## src/rtl/fp_wb_arbiter_pkg.sv

```systemverilog
// ============================================================================
// Module   : fp_wb_arbiter_pkg
// Brief    : Shared FP writeback payload types and helpers for the arbiter.
// Revision : 1.0
// ============================================================================
`default_nettype none

package fp_wb_arbiter_pkg;

    typedef logic [63:0] fp_t;
    typedef logic [4:0]  id_t;
    typedef logic [2:0]  grs_t;
    typedef logic [6:0]  fp_shift_amt_t;
    typedef logic [4:0]  fflags_t;
    typedef logic [2:0]  rm_t;

    // Intermediate-writeback fields minus the done/ack handshake.
    typedef struct packed {
        fp_t           rd;
        id_t           id;
        logic          hidden;
        grs_t          grs;
        fp_shift_amt_t clz;
        logic          right_shift;
        fp_shift_amt_t right_shift_amt;
        logic          subnormal;
        logic          ignore_max_expo;
        logic          d2s;
        logic          expo_overflow;
        logic          carry;
        logic          safe;
        fflags_t       fflags;
        rm_t           rm;
    } fp_wb_payload_t;

    localparam int unsigned c_payload_w = $bits(fp_wb_payload_t);

    function automatic int unsigned wrap_inc(input int unsigned v, input int unsigned n);
        return (v + 1 >= n) ? 0 : v + 1;
    endfunction

endpackage

`default_nettype wire

```

## src/rtl/fp_rr_priority_pick.sv

```systemverilog
// ============================================================================
// Module   : fp_rr_priority_pick
// Brief    : Combinational circular first-one picker starting at rr_ptr.
// Revision : 1.0
// ============================================================================
`default_nettype none

module fp_rr_priority_pick #(
    parameter int unsigned N = 4
) (
    input  logic [N-1:0]         req,
    input  logic [$clog2(N)-1:0] rr_ptr,
    output logic [N-1:0]         grant,
    output logic [$clog2(N)-1:0] grant_idx
);

    localparam int unsigned    c_iw = $clog2(N);
    localparam logic [c_iw:0]  c_n  = (c_iw + 1)'(N);

    logic [c_iw:0] w_sum;
    logic          w_found;

    // rr_ptr < N, so one conditional subtract keeps the index in range.
    always_comb begin
        grant     = '0;
        grant_idx = '0;
        w_found   = 1'b0;
        w_sum     = '0;
        for (int k = 0; k < N; k++) begin
            w_sum = {1'b0, rr_ptr} + (c_iw + 1)'(k);
            if (w_sum >= c_n) begin
                w_sum = w_sum - c_n;
            end
            if (!w_found && req[w_sum[c_iw-1:0]]) begin
                w_found                = 1'b1;
                grant[w_sum[c_iw-1:0]] = 1'b1;
                grant_idx              = w_sum[c_iw-1:0];
            end
        end
    end

endmodule

`default_nettype wire

```

## src/rtl/fp_wb_arbiter.sv

```systemverilog
// ============================================================================
// Module   : fp_wb_arbiter
// Brief    : Round-robin merge of FP unit writebacks into a small output FIFO.
// Revision : 1.0
// ============================================================================
`default_nettype none

module fp_wb_arbiter
    import fp_wb_arbiter_pkg::*;
#(
    parameter int unsigned NUM_UNITS = 4,
    parameter int unsigned DEPTH     = 2
) (
    input  logic                                 clk,
    input  logic                                 rst,
    input  logic           [NUM_UNITS-1:0]       unit_done,
    input  fp_wb_payload_t [NUM_UNITS-1:0]       unit_payload,
    output logic           [NUM_UNITS-1:0]       unit_ack,
    output logic                                 out_valid,
    output fp_wb_payload_t                       out_payload,
    output logic           [$clog2(NUM_UNITS)-1:0] out_unit,
    input  logic                                 out_ready
);

    localparam int unsigned      c_uw        = $clog2(NUM_UNITS);
    localparam int unsigned      c_aw        = $clog2(DEPTH);
    localparam logic [c_aw:0]    c_depth_cnt = (c_aw + 1)'(DEPTH);
    localparam logic [c_aw-1:0]  c_ptr_one   = c_aw'(1);
    localparam logic [c_aw:0]    c_cnt_one   = (c_aw + 1)'(1);

    typedef struct packed {
        fp_wb_payload_t  payload;
        logic [c_uw-1:0] unit;
    } buf_ent_t;

    buf_ent_t         r_buf [DEPTH];
    logic [c_aw:0]    r_count;
    logic [c_aw-1:0]  r_rd_ptr;
    logic [c_aw-1:0]  r_wr_ptr;
    logic [c_uw-1:0]  r_rr_ptr;

    logic                 w_space;
    logic [NUM_UNITS-1:0] w_req;
    logic [NUM_UNITS-1:0] w_grant;
    logic [c_uw-1:0]      w_grant_idx;
    logic                 w_push;
    logic                 w_pop;

    // Space comes from the registered count only, so ack never sees out_ready.
    // Reset gates ack/valid so nothing is handed off during a reset cycle.
    assign w_space = rst && (r_count != c_depth_cnt);
    assign w_req   = w_space ? unit_done : '0;

    fp_rr_priority_pick #(
        .N (NUM_UNITS)
    ) u_pick (
        .req       (w_req),
        .rr_ptr    (r_rr_ptr),
        .grant     (w_grant),
        .grant_idx (w_grant_idx)
    );

    assign unit_ack    = w_grant;
    assign w_push      = |w_grant;
    assign out_valid   = rst && (r_count != '0);
    assign w_pop       = out_valid && out_ready;
    assign out_payload = r_buf[r_rd_ptr].payload;
    assign out_unit    = r_buf[r_rd_ptr].unit;

    always_ff @(posedge clk) begin
        if (w_push) begin
            r_buf[r_wr_ptr] <= '{payload: unit_payload[w_grant_idx], unit: w_grant_idx};
        end
    end

    always_ff @(posedge clk) begin
        if (!rst) begin
            r_count  <= '0;
            r_rd_ptr <= '0;
            r_wr_ptr <= '0;
            r_rr_ptr <= '0;
        end else begin
            if (w_push) begin
                r_wr_ptr <= r_wr_ptr + c_ptr_one;
                r_rr_ptr <= c_uw'(wrap_inc(32'(w_grant_idx), NUM_UNITS));
            end
            if (w_pop) begin
                r_rd_ptr <= r_rd_ptr + c_ptr_one;
            end
            case ({w_push, w_pop})
                2'b10:   r_count <= r_count + c_cnt_one;
                2'b01:   r_count <= r_count - c_cnt_one;
                default: r_count <= r_count;
            endcase
        end
    end

`ifndef SYNTHESIS
    a_ack_onehot: assert property (@(posedge clk) disable iff (!rst) $onehot0(unit_ack));
    a_ack_done:   assert property (@(posedge clk) disable iff (!rst) (unit_ack & ~unit_done) == '0);
    a_no_ovf:     assert property (@(posedge clk) disable iff (!rst) !(w_push && (r_count == c_depth_cnt)));
`endif

endmodule

`default_nettype wire

```

## config.mk

```make
export PLATFORM = sky130hd
export DESIGN_NAME = fp_wb_arbiter
export DESIGN_NICKNAME = d
export VERILOG_FILES = /design/src/rtl/fp_wb_arbiter_pkg.sv /design/src/rtl/fp_rr_priority_pick.sv /design/src/rtl/fp_wb_arbiter.sv
export SDC_FILE = /design/constraint.sdc
export NUM_CORES = 1
export LEC_CHECK = 0
export ABC_CLOCK_PERIOD_IN_PS = 10000
export CAP_MARGIN = 20
export CORE_AREA = 2 2 207 209
export DETAILED_ROUTE_END_ITERATION = 8
export DIE_AREA = 0 0 209 211
export GPL_TIMING_DRIVEN = 0
export PLACE_DENSITY = 0.61
export SETUP_SLACK_MARGIN = 0.02
export SLEW_MARGIN = 20
export SYNTH_ARGS = -nofsm -noshare
export SYNTH_HDL_FRONTEND = slang
export SYNTH_SLANG_ARGS = --single-unit
```

## constraint.sdc

```tcl
create_clock -name clk -period 10 [get_ports clk]
set_input_delay 1.5 -clock clk [delete_from_list [all_inputs] [get_ports clk]]
set_output_delay 1.5 -clock clk [all_outputs]
set_load 0.02 [all_outputs]
```

Yosys cells after proc, flatten, opt, wreduce, memory -nomap -nowiden
Memory sizes are Yosys's and may differ from the RTL's. A register that Yosys moved wholly into a read port is not among the register bits.
Index checks and enable logic that the tools add are counted.
Widths: inputs -> output; s select.
{"block": "totals", "in_bits": 415, "out_inout_bits": 109, "reg_bits": 6, "n_memories": 1, "mem_bits_rw": 208}
{"block": "op_classes", "bitwise_logic": 3, "n_addsub": 12, "n_lt_le_gt_ge": 14, "reduce_logical": 16, "muxes": 40, "eq_ne": 3}
{"memory": "r_buf", "depth": 2, "word_bits": 104, "rd": 1, "rd_ports_with_merged_regs": 1, "wr": 1, "line": "fp_wb_arbiter.sv:36", "source": "buf_ent_t r_buf [DEPTH];"}
{"cell": "$bmux 102 s2", "n": 1}
{"cell": "$mux 102", "n": 1}
{"cell": "$mux 4", "n": 5}
{"cell": "$mux 2", "n": 9}
{"cell": "$lt 2x3->1 const B", "n": 5}
{"cell": "$mux 1", "n": 15}
{"cell": "$ge 3x3->1 const B", "n": 4}
{"cell": "$or 4x4->4", "n": 3}
{"cell": "$logic_and 1x1->1", "n": 10}
{"cell": "$sub 2x1->2 const B", "n": 5}
{"cell": "$bmux 1 s2", "n": 4}
{"cell": "$demux 1 s2", "n": 4}
{"cell": "$ge 2x1->1 const B", "n": 4}
{"cell": "$add 2x1->3 const B", "n": 2}
{"cell": "$add 2x2->3 const B", "n": 2}
{"cell": "$pmux 2 s2", "n": 1}
{"cell": "$reduce_bool 2->1", "n": 2}
{"cell": "$reduce_or 4->1", "n": 1}
{"cell": "$ge 2x3->1 const B", "n": 1}
{"cell": "$logic_not 1->1", "n": 3}
{"cell": "$add 1x1->1 const B", "n": 2}
{"cell": "$add 2x1->2 const B", "n": 1}
{"cell": "$eq 2x1->1 const B", "n": 1}
{"cell": "$eq 2x2->1 const B", "n": 1}
{"cell": "$ne 2x2->1 const B", "n": 1}

Longest topological paths before layout
Gate-level depths: netlist of run 1.
{"block": "depth", "depth_word": 18, "mapped_depth": 15, "mapped_depth_nobuf": 13}

Hierarchy
Synthesis of run 1 repeated with hierarchy kept, for this count alone.
{"block": "hier_totals", "cells_unflattened": 551, "hier_area_um2": 10790.3}
{"module": "fp_wb_arbiter", "instances": 1, "seq_area_each_um2": 6386.1, "area_each_um2": 10301.1, "cells_per_inst": 486}
{"module": "fp_rr_priority_pick", "instances": 1, "seq_area_each_um2": 0.0, "area_each_um2": 489.2, "cells_per_inst": 65}

Worst setup path before layout of run 1
No wires, ideal clock.
{"block": "synth_path", "kind": "input to register", "from": "input port unit_done[0]", "to": "memory r_buf[0][0] (netlist bit), enable pin", "slack_ns": 1.334, "path_buffers": 0, "arrival_time_ns": 8.064, "cell_stages": 6, "setup_time_ns": 0.602, "required_time_ns": 9.398, "cell_sequence": "or3b_1 a2111oi_2 o21ai_0 a31oi_1 nor2_1 a21oi_1"}
{"block": "synth_between", "elab_chain_len": 16, "word_cells_on_any_way": 28}
{"element": "start, declared", "line": "fp_wb_arbiter.sv:16", "source": "input logic [NUM_UNITS-1:0] unit_done,"}
{"element": "$mux 4 (*)", "line": "fp_wb_arbiter.sv:52", "source": "assign w_req = w_space ? unit_done : '0;"}
{"element": "$bmux 1 s2", "line": "fp_rr_priority_pick.sv:34", "source": "if (!w_found && req[w_sum[c_iw-1:0]]) begin"}
{"element": "$mux 1 (implied by the code)", "line": "fp_rr_priority_pick.sv:34"}
{"element": "$mux 1", "line": "fp_rr_priority_pick.sv:34"}
{"element": "$logic_not 1->1", "line": "fp_rr_priority_pick.sv:34"}
{"element": "$logic_and 1x1->1", "line": "fp_rr_priority_pick.sv:34"}
{"element": "$mux 1", "line": "fp_rr_priority_pick.sv:34"}
{"element": "$logic_not 1->1", "line": "fp_rr_priority_pick.sv:34"}
{"element": "$logic_and 1x1->1", "line": "fp_rr_priority_pick.sv:34"}
{"element": "$mux 1", "line": "fp_rr_priority_pick.sv:34"}
{"element": "$logic_not 1->1", "line": "fp_rr_priority_pick.sv:34"}
{"element": "$logic_and 1x1->1", "line": "fp_rr_priority_pick.sv:34"}
{"element": "$mux 4 (*)", "line": "fp_rr_priority_pick.sv:34"}
{"element": "net unit_ack[3]", "line": "fp_wb_arbiter.sv:18", "source": "output logic [NUM_UNITS-1:0] unit_ack,"}
{"element": "$reduce_or 4->1 (*)", "line": "fp_wb_arbiter.sv:64", "source": "assign w_push = |w_grant;"}
{"element": "$mux 1 (*)", "line": "fp_wb_arbiter.sv:71", "source": "if (w_push) begin"}
{"element": "$mux 1 (implied by the code) (*)", "line": "fp_wb_arbiter.sv:72", "source": "r_buf[r_wr_ptr] <= '{payload: unit_payload[w_grant_idx], unit: w_grant_idx};"}
{"element": "end, declared", "line": "fp_wb_arbiter.sv:36"}
Mark *: on every way through the listed nets, which the timed path passes. The rest lies on a longest branch. The select of a mux whose other input is x is not followed.

Worst setup path in the final report of run 1
{"block": "layout_path", "from": "input port unit_done[3]", "to": "output port unit_ack[1]"}
{"block": "layout_between", "elab_chain_len": 13, "word_cells_on_any_way": 25}
{"element": "$mux 4 (*)", "line": "fp_wb_arbiter.sv:52"}
{"element": "$bmux 1 s2", "line": "fp_rr_priority_pick.sv:34"}
{"element": "$mux 1 (implied by the code)", "line": "fp_rr_priority_pick.sv:34"}
{"element": "$mux 1", "line": "fp_rr_priority_pick.sv:34"}
{"element": "$logic_not 1->1", "line": "fp_rr_priority_pick.sv:34"}
{"element": "$logic_and 1x1->1", "line": "fp_rr_priority_pick.sv:34"}
{"element": "$mux 1", "line": "fp_rr_priority_pick.sv:34"}
{"element": "$logic_not 1->1", "line": "fp_rr_priority_pick.sv:34"}
{"element": "$logic_and 1x1->1", "line": "fp_rr_priority_pick.sv:34"}
{"element": "$mux 1", "line": "fp_rr_priority_pick.sv:34"}
{"element": "$logic_not 1->1", "line": "fp_rr_priority_pick.sv:34"}
{"element": "$logic_and 1x1->1", "line": "fp_rr_priority_pick.sv:34"}
{"element": "$mux 4 (*)", "line": "fp_rr_priority_pick.sv:34"}
{"element": "end, declared", "line": "fp_wb_arbiter.sv:18"}
Mark *: on every way between the ends. The rest lies on a longest branch, timed or not. The select of a mux whose other input is x is not followed.

==> results of run 1 <==
==> critical path: cells and delay by family <==
| kind | cells | cell delay [ps] |
|---|---|---|
| multiplexers | 1 | 640 |
| buffers and inverters | 2 | 1200 |
| AND/OR/NAND/NOR | 2 | 540 |
| AO/OA/AOI/OAI | 2 | 340 |
==> state kept, by name (all words and copies together), names as in the netlist, named ones only <==
register,count
r_buf,208
r_rr_ptr,1
r_wr_ptr,1
r_rd_ptr,1
r_count,2
==> cells by family after synthesis <==
kind of cell               after synthesis
and+or+nand+nor                        341
AOI/OAI and AO/OA                      234
muxes                                  107
adders and majority gates                8
buffers and inverters                   87
DFF                                    215
xor gates and xnor gates                 4
==> routing by layer <==
metal / up-vias / global-route usage (%)
li1: 4853 / -
met1: 5042 / 25.2
met2: 443 / 34.6
met3: 90 / 4.13
met4: 8 / 6.31
met5: - / 0
==> final timing paths <==
check / startpoint / endpoint / cells after the start
setup / recovery: unit_done[3] / unit_ack[1] / 7
hold / removal: r_wr_ptr / r_wr_ptr / 2
setup reg to reg: flip-flop / r_buf[1][56] / 10
hold reg to reg: r_wr_ptr / r_wr_ptr / 2
==> Yosys cell counts, types with 5 or more instances <==
master / n
buf_4: 16
a211oi_1: 55
a31oi_1: 104
inv_1: 5
o21ai_0: 6
ha_1: 8
buf_1: 5
a211oi_2: 48
edfxtp_1: 208
dfxtp_1: 7
buf_6: 9
nand2_1: 214
and2_1: 97
clkbuf_1: 35
and2_0: 10
mux2_2: 104
buf_2: 16
==> power breakdown <==
part	leakage, nW	internal, mW	total (mW)	switching [mW]
Combinational	3.99	1.27	2.89	1.62
Clock	0.353	0.457	0.812	0.356
Sequential	1.99	1.57	1.66	0.0859
==> layout make-up <==
type	count	area [µm²]
flip-flops and latches	215	6390
fillers	3933	23200
diodes	2	5.00
plain buffers	81	452
well taps	539	674
inverters	6	25.0
multi-input cells	694	4900
repair buffers	530	5450
clock buffers	31	648
clock inverters	13	65.1
==> through the flow <==
step / utilization, % / setup slack (ps) / hold WS, ps
after global placement: 42.2 / -2920 / 451
after CTS: 44.5 / 4320 / 515
after floorplan: - / 1330 / 440
final: 44.5 / 4280 / 507
after global routing: 44.5 / 4180 / 541
after detailed placement: 42.8 / 4330 / 502
==> layout by cell type, fill, tap and decap left out, types with 2 or more instances in the layout <==
cell type / synthesis / final
xnor2_1: 4 / 4
or3_1: 2 / 2
clkbuf_16: 0 / 25
clkinv_2: 0 / 5
buf_4: 16 / 16
and2_0: 10 / 10
a22o_1: 2 / 2
and2_1: 97 / 96
dfxtp_1: 7 / 7
nor2_1: 4 / 4
buf_6: 9 / 9
o21bai_1: 2 / 2
clkdlybuf4s50_1: 0 / 522
o21a_1: 4 / 4
nand2_1: 214 / 214
o21ai_0: 6 / 6
clkinv_1: 0 / 6
buf_1: 5 / 5
nor2b_1: 3 / 3
inv_1: 5 / 5
edfxtp_1: 208 / 208
buf_2: 16 / 16
ha_1: 8 / 8
a211oi_1: 55 / 55
clkbuf_1: 35 / 41
a211oi_2: 48 / 48
mux2_2: 104 / 104
mux4_2: 2 / 2
buf_16: 0 / 8
a221o_1: 2 / 2
diode_2: 0 / 2
a31oi_1: 104 / 104
==> metrics.txt, run 1 <==
status=finished clean; initial antenna violation count=5; routability cong.=0.916; Peak Freq=0.175 GHz; synth top area cells=edfxtp_1 53%, mux2_2 10%, nand2_1 6.8%, a31oi_1 5.5%, and2_1 5.2%; total core area=41800 µm²; H-tree depth reported by CTS=1; R2R Setup Slk=5560 ps; Reg clk slew, reported paths=60 ps; vias in the first global route=10712; Synth warnings=0; final cell count without fillers=2111; Post-Synthesis Cells=996; CP Launch Type=input port; crit-path most repeated cell=clkdlybuf4s50_1; Post-synth ARST share=0%; Area growth syn-to-layout=58.5%; Tot GR Track Use=20.0%; nets@finish=1976; area of the die=44100 µm²; met3 wire len=3140 µm; post-synthesis mux area share=10.4%; Clock Skew=11.0 ps; Hold Buf Count CTS=0; Yosys reg bits=215; Die Span Y=211 µm; CTS resizes=0; Avg WL per Cell=21.8 µm; Crit-path slowest cell=mux4_2; routed via count=10436; # rows=75; top_reg_cell synth=edfxtp_1; sequential fraction of the synthesis area=54.4%; DRC viols=0; Post-Synth Adder-Cell Area=0.853%; cell area power density=288 nW/µm²; layout cells sized above 1=15.5%; WL met2=22600 µm; RSZ-0062 raised after global routing=no; post-synth top area share=53.2%; met1 WL=18900 µm; XOR/XNOR share of the synthesized area=0.299%; DRT antenna net count=0; Starting Density=28.1%; Slew HR=25.7%; Top Metal Used=met5; synthesized area=11700 µm²; design area=18600 µm²; Clock Latency Late Sink=530 ps; crit path time final=5720 ps; Post-Route WL=46000 µm; post-DP HPWL=34800 µm; Setup TNS=0 ps; clk buf depth=3; crit path DAT=4220 ps; Post-Syn Nets=1419; first-pass GRT wire length=66400 µm; 1st-pass router iterations=5; Die X=209 µm; critical path type=input port to output pin; Fin. Hold Viols=0; Post-Synth Simple-Gate Area=13.7%; Slew @ Worst Pin=1110 ps; CTS root buf=clkbuf_16; input/output buffers=522; final setup violating endpoints=0; Starting DRT DRC Count=538; post-synthesis compound-gate area fraction=16.2%; Num CTS Buffers=25; Worst Path Max Fanout=9; post-synth top area cell=edfxtp_1; CTS tree=done; # IOs=524; Syn Area/Cell=11.8 µm²; Critical Path RT=8500 ps; Max IR drop VDD=0.000144 V; crit path cell chain=clkdlybuf4s50_1 > mux4_2 > nor2b_1 > a22o_1 > a221o_1 > and2_1 > clkdlybuf4s50_1; synth unique cells=48; placed cell areas=17900 µm²; LEAKAGE=6.33 nW; number of max-slew violations in the final report=0; largest net degree at the start of global routing=46; crit-path max cell delay=640 ps; CP endpoint kind=output pin; largest family of logic cells by synthesized area=compound AO/OA/AOI/OAI gates; Period Utilization, post-route=57.2%; routed vias/inst=4.94; Cells after DPL=2065; CTS Sinks=215; total global routing overflow=0; EDFF count, synth=208; total power=5.36 mW; Hold Path Class=flip-flop to flip-flop; MaxCap Viol Count=0; postcts setup bufs=0
No activity file was read; power rests on OpenSTA's default activity.
==> run 2, diff against run 1 <==
--- a/config.mk
+++ b/config.mk
@@ -5,13 +5,13 @@
 export SDC_FILE = /design/constraint.sdc
 export NUM_CORES = 1
 export LEC_CHECK = 0
-export ABC_CLOCK_PERIOD_IN_PS = 10000
+export ABC_CLOCK_PERIOD_IN_PS = 4700
 export CAP_MARGIN = 20
-export CORE_AREA = 2 2 207 209
+export CORE_AREA = 2 2 205 207
 export DETAILED_ROUTE_END_ITERATION = 8
-export DIE_AREA = 0 0 209 211
+export DIE_AREA = 0 0 207 209
 export GPL_TIMING_DRIVEN = 0
-export PLACE_DENSITY = 0.61
+export PLACE_DENSITY = 0.64
 export SETUP_SLACK_MARGIN = 0.02
 export SLEW_MARGIN = 20
 export SYNTH_ARGS = -nofsm -noshare
==> constraint.sdc (replaced) <==
create_clock -name clk -period 4.7 [get_ports clk]
set_input_delay 0.705 -clock clk [delete_from_list [all_inputs] [get_ports clk]]
set_output_delay 0.705 -clock clk [all_outputs]
set_load 0.02 [all_outputs]
==> metrics.txt, run 2 (same netlist as run 1, synthesis figures left out) <==
Slew @ Worst Pin=962 ps (-152 ps); Area growth syn-to-layout=59.7%; vias in the first global route=10700 (-0.11%); H-tree depth reported by CTS=1 (unchanged); largest net degree at the start of global routing=51 (+11%); status=finished clean; number of max-slew violations in the final report=0 (unchanged); layout cells sized above 1=16.0% (+0.55 points); Place WS=281 ps (-4050 ps); final setup violating endpoints=0 (unchanged); Clock Latency Late Sink=530 ps (about the same); RSZ-0062 raised after global routing=no; Hold Path Class=flip-flop to flip-flop; DRT antenna net count=0 (unchanged); Critical Path RT=3990 ps (-4510 ps); capturing point of the worst reg2reg path=r_buf[0][10]; Slew HR=35.9% (+10 points); CP endpoint=unit_ack[1]; Top reg by flops=r_buf; clk buf depth=3 (unchanged); Tot GR Track Use=19.8% (-0.24 points); input/output buffers=522 (unchanged); Reg clk slew, reported paths=60 ps (about the same); cell area power density=621 nW/µm² (+120%); routed vias/inst=4.90 (-0.79%); Starting DRT DRC Count=733 (+36%); CP Launch Type=flip-flop; crit-path max cell delay=620 ps (-20 ps); commonest cells after routing, fill and taps aside=521 x clkdlybuf4s50_1, 214 x nand2_1, 208 x edfxtp_1; CP endpoint kind=output pin; Max IR drop VDD=0.000258 V (+79%); CTS root buf=clkbuf_16; postcts setup bufs=0 (unchanged); R2R Setup Slk=530 ps (-5030 ps); Num CTS Buffers=25 (unchanged); # IOs=524 (unchanged); Fin. Hold Viols=0 (unchanged); CP bufs+invs=4 (+2); commonest non-fill, non-tap cell in the layout=clkdlybuf4s50_1; LEAKAGE=6.39 nW (+0.85%); biggest regs=r_buf (208), r_count (2); crit path time final=4520 ps; routability cong.=0.906 (-1.1%); final setup margin=176 ps (-4100 ps); DRC viols=0 (unchanged); critical path depth=10 (+3); total global routing overflow=0 (unchanged); Starting Density=28.4% (+0.32 points); first-pass GRT wire length=65500 µm (-1.4%); critical path type=flip-flop to output pin; Worst Path Max Fanout=10 (+1); Peak Freq=0.221 GHz; routed via count=10368 (-0.65%); Post-Route WL=44900 µm (-2.4%); CTS Sinks=215 (unchanged); placed cell areas=17900 µm² (about the same); Avg WL per Cell=21.2 µm (-2.6%); crit path DAT=3820 ps (-400 ps); post-DP HPWL=34100 µm (-1.9%); fill cell count=3865 (-1.7%); Period Utilization, post-route=96.3%; area of the die=43300 µm² (-1.9%); Die X=207 µm (-0.96%); critical path's top delay family=buffers and inverters; MaxCap Viol Count=0 (unchanged); nets@finish=1977 (+0.051%); total core area=41300 µm² (-1.1%); CTS tree=done; hold path start=r_wr_ptr; Clock Skew=21.0 ps (+10.1 ps); max reg flops=208 (unchanged); # rows=75 (unchanged); Die Span Y=209 µm (-0.95%); initial antenna violation count=2 (-3); crit path cell chain=buf_6 > inv_1 > ha_1 > buf_4 > or3b_1 > a2111oi_4 > or2_4 > a221o_1 > and2_1 > clkdlybuf4s50_1; design area=18700 µm² (+0.77%); R2R cell count=11 (+1); Crit-path slowest cell=clkdlybuf4s50_1; 1st-pass router iterations=5 (unchanged)
==> run 2: cell types whose count changed in the layout (fill, tap and decap cells not counted), moves of 2 or more <==
cell	delta
a31oi_1	-2
a31oi_2	+2
bufinv_16	+4
clkinv_1	-3
clkinv_2	-3
clkinvlp_4	+4
==> run 2: worst min path at each step <==
| stage | to | slack, ps | cells past startpoint |
|---|---|---|---|
| after floorplan | r_wr_ptr | 470 | 2 |
| after global placement | r_wr_ptr | 480 | 2 |
| after detailed placement | r_wr_ptr | 490 | 2 |
| after CTS | r_wr_ptr | 500 | 2 |
| after global routing | r_count[1] | 550 | 2 |
| final | r_wr_ptr | 510 | 2 |
==> run 2: power by group <==
group	internal, mW	switching (mW)
logic	2.68	3.44
registers	3.35	0.192
clock network	1.20	0.777
==> run 2: layout make-up <==
cell class,count,area (µm²),share of cell area (%)
tap,539,674,3.60
timing repair buffer,531,5440,29.0
inverter,6,25.0,0.134
multi-input combinational,694,4930,26.3
sequential,215,6390,34.1
antenna,3,7.51,0.0401
buffer,81,452,2.41
clock buffer,31,648,3.46
clock inverter,14,180,0.961
==> run 2: per-stage QoR <==
stage                     utilization, %  hold slack (ps)  TNS, ps  instances  power, mW
final                               45.4              507        0       2114       11.6
after global routing                45.4              547        0       2113       12.3
after CTS                           45.3              504        0       2111       11.8
after detailed placement            43.3              494        0       2066       9.76
after global placement              42.8              481  -230200       2057       9.49
after floorplan                        -              473        0        996       6.88
==> run 2: routing by layer <==
| layer | GRT usage (%) | part of all wire [%] |
|---|---|---|
| met5 | 0 | 0 |
| met4 | 5.59 | 2.2 |
| met2 | 34.6 | 51 |
| met3 | 2.98 | 5.3 |
| met1 | 25.5 | 42 |
==> run 2: repair_timing <==
item | CTS | global route
hold buffers | 0 | 0
endpoints found under the setup margin | 0 | 2
resized for setup | 0 | 2
==> run 2: worst reg2reg max path, stage by stage, from the launching register on <==
cell and delay (ps):
dfxtp_2 430, buf_6 180, inv_1 160, ha_1 320, buf_4 140, mux4_2 560, nor2b_1 220, o311ai_4 580
inv_4 210, clkbuf_1 380, a211oi_1 560, a31oi_1 120
==> run 3, diff against run 2 <==
--- a/config.mk
+++ b/config.mk
@@ -13,7 +13,6 @@
 export GPL_TIMING_DRIVEN = 0
 export PLACE_DENSITY = 0.64
 export SETUP_SLACK_MARGIN = 0.02
-export SLEW_MARGIN = 20
 export SYNTH_ARGS = -nofsm -noshare
 export SYNTH_HDL_FRONTEND = slang
 export SYNTH_SLANG_ARGS = --single-unit
==> metrics.txt, run 3 (same netlist as run 1, synthesis figures left out) <==
total global routing overflow=0 (unchanged); routed via count=10379 (+0.11%); final cell count without fillers=2108 (-0.28%); CP Launch Type=flip-flop; Reg clk slew, reported paths=70 ps (about the same); Die X=207 µm (unchanged); Hold Path Class=flip-flop to flip-flop; DRC viols=0 (unchanged); commonest non-fill, non-tap cell in the layout=clkdlybuf4s50_1; LEAKAGE=6.33 nW (-0.94%); Peak Freq=0.221 GHz (-0.24%); switching portion of total power=38.4% (+0.56 points); DRT antenna net count=0 (unchanged); R2R Setup Slk=310 ps (-220 ps); Slew HR=32.3% (-3.6 points); Cells after DPL=2062 (-0.19%); area of the die=43300 µm² (unchanged); CTS Sinks=215 (unchanged); first-pass GRT wire length=65600 µm (+0.13%); RSZ-0062 raised after global routing=no; routability cong.=0.906 (unchanged); final setup violating endpoints=0 (unchanged); Worst Path Max Fanout=10 (unchanged); clk buf depth=3 (unchanged); Period Utilization, post-route=96.5% (+0.23 points); routed vias/inst=4.92 (+0.39%); Avg WL per Cell=21.3 µm (+0.49%); input/output buffers=522 (unchanged); total core area=41300 µm² (unchanged); Comb power frac=52.6% (about the same); status=finished clean; H-tree depth reported by CTS=1 (unchanged); critical path type=flip-flop to output pin; # IOs=524 (unchanged); Fin. Hold Viols=0 (unchanged); end point of the worst hold path=r_wr_ptr; hold path start=r_wr_ptr; total power=11.4 mW (-1.8%); R2R cell count=10 (-1); worst hold path depth=2 (unchanged); switching pwr=4.39 mW (-0.34%); Top reg by flops=r_buf; Starting DRT DRC Count=646 (-12%); biggest regs=r_buf (208), r_count (2); placed cell areas=17800 µm² (-0.56%); largest net degree at the start of global routing=54 (+5.9%); capturing point of the worst reg2reg path=r_buf[1][58]; CTS resizes=0 (unchanged); nets@finish=1973 (-0.20%); Slew @ Worst Pin=1020 ps (+53.8 ps); # rows=75 (unchanged); MaxCap Viol Count=0 (unchanged); vias in the first global route=10647 (-0.50%); cell area power density=615 nW/µm² (-0.99%); final setup margin=165 ps (-10.7 ps); Post-Route WL=45000 µm (+0.21%); Tot GR Track Use=19.9% (+0.068 points); final hold slack=506 ps (-0.616 ps); Max IR drop VDD=0.000245 V (-5.3%); Hold Buf Count CTS=0 (unchanged); commonest cells after routing, fill and taps aside=521 x clkdlybuf4s50_1, 214 x nand2_1, 208 x edfxtp_1; crit path time final=4530 ps (+10.7 ps); CP endpoint kind=output pin; clock network power share=16.4% (-0.6 points); Area growth syn-to-layout=58.4%; crit path DAT=3830 ps (about the same); postcts setup bufs=0 (unchanged); CTS tree=done; design area=18600 µm² (-0.81%); Reg power frac=31.0% (+0.6 points); Place WS=126 ps (-155 ps); Die Span Y=209 µm (unchanged); Num CTS Buffers=25 (unchanged); Clock Latency Late Sink=540 ps (about the same); CTS root buf=clkbuf_16; initial antenna violation count=1 (-1); layout cells sized above 1=15.9% (-0.15 points); cell-internal power=7.04 mW (-2.7%); number of max-slew violations in the final report=0 (unchanged); Critical Path RT=3990 ps (about the same); post-DP HPWL=33900 µm (-0.55%); Starting Density=28.4% (unchanged); 1st-pass router iterations=5 (unchanged); Clock Skew=24.8 ps (+3.80 ps); max reg flops=208 (unchanged)
[run 3: cell types whose count changed in the layout (fill, tap and decap cells not counted)]
cell        previous run  this run
buf_12                 0         3
buf_16                 7         2
buf_4                 17        16
buf_8                  1         0
bufinv_16              4         2
clkinv_1               3         2
clkinv_2               2         5
clkinv_4               1         2
clkinvlp_4             4         3
diode_2                3         1
[run 3: how the worst max path moves through the flow]
| stage | from | endpoint | slack (ps) | cells after the start |
|---|---|---|---|---|
| after floorplan | flip-flop | r_buf[0][0] | 20 | 10 |
| after global placement | unit_done[2] | r_buf[0][58] | -1380 | 7 |
| after detailed placement | unit_done[1] | r_buf[0][58] | 130 | 7 |
| after CTS | flip-flop | unit_ack[0] | 90 | 10 |
| after global routing | flip-flop | unit_ack[1] | 20 | 10 |
| final | flip-flop | unit_ack[1] | 170 | 10 |
[run 3: area by class of cell]
cell class                 instances  area, µm²
tap                              539        674
multi-input combinational        694       4930
sequential                       215       6390
clock buffer                      31        648
buffer                            81        452
timing repair buffer             527       5340
inverter                           6       25.0
antenna                            1       2.50
fill                            3920      22700
clock inverter                    14        133
[run 3: routing by layer]
metal	global-route usage (%)	vias up	wire length, µm
met5	0	-	0
met4	5.64	0	1250
met1	25.4	5051	19000
li1	-	4845	-
met3	3.67	81	2470
met2	34.3	402	22300
[run 3: worst max-delay path, cell delays in order (launching register included)]
cell and delay, ps:
dfxtp_2 430, buf_6 170, inv_1 160, ha_1 330, buf_4 160, or3b_1 430, a2111oi_4 420, or2_4 230
a221o_1 200, and2_1 140, clkdlybuf4s50_1 620
[run 3: power by group through the flow]
stage	registers (mW)	clock network [mW]	logic, mW
2_1_floorplan	3.55	0	3.33
3_5_place_dp	3.59	0	6.07
6_report	3.54	1.88	6.01
3_3_place_gp	3.61	0	5.88
5_1_grt	3.63	2.00	6.43
4_1_cts	3.55	1.94	6.10
[run 3: metrics by stage]
stage / TNS, ps / util (%)
after CTS: 0 / 45.0
after global placement: -230200 / 42.8
after detailed placement: 0 / 43.1
after floorplan: 0 / -
final: 0 / 45.0
after global routing: 0 / 45.0
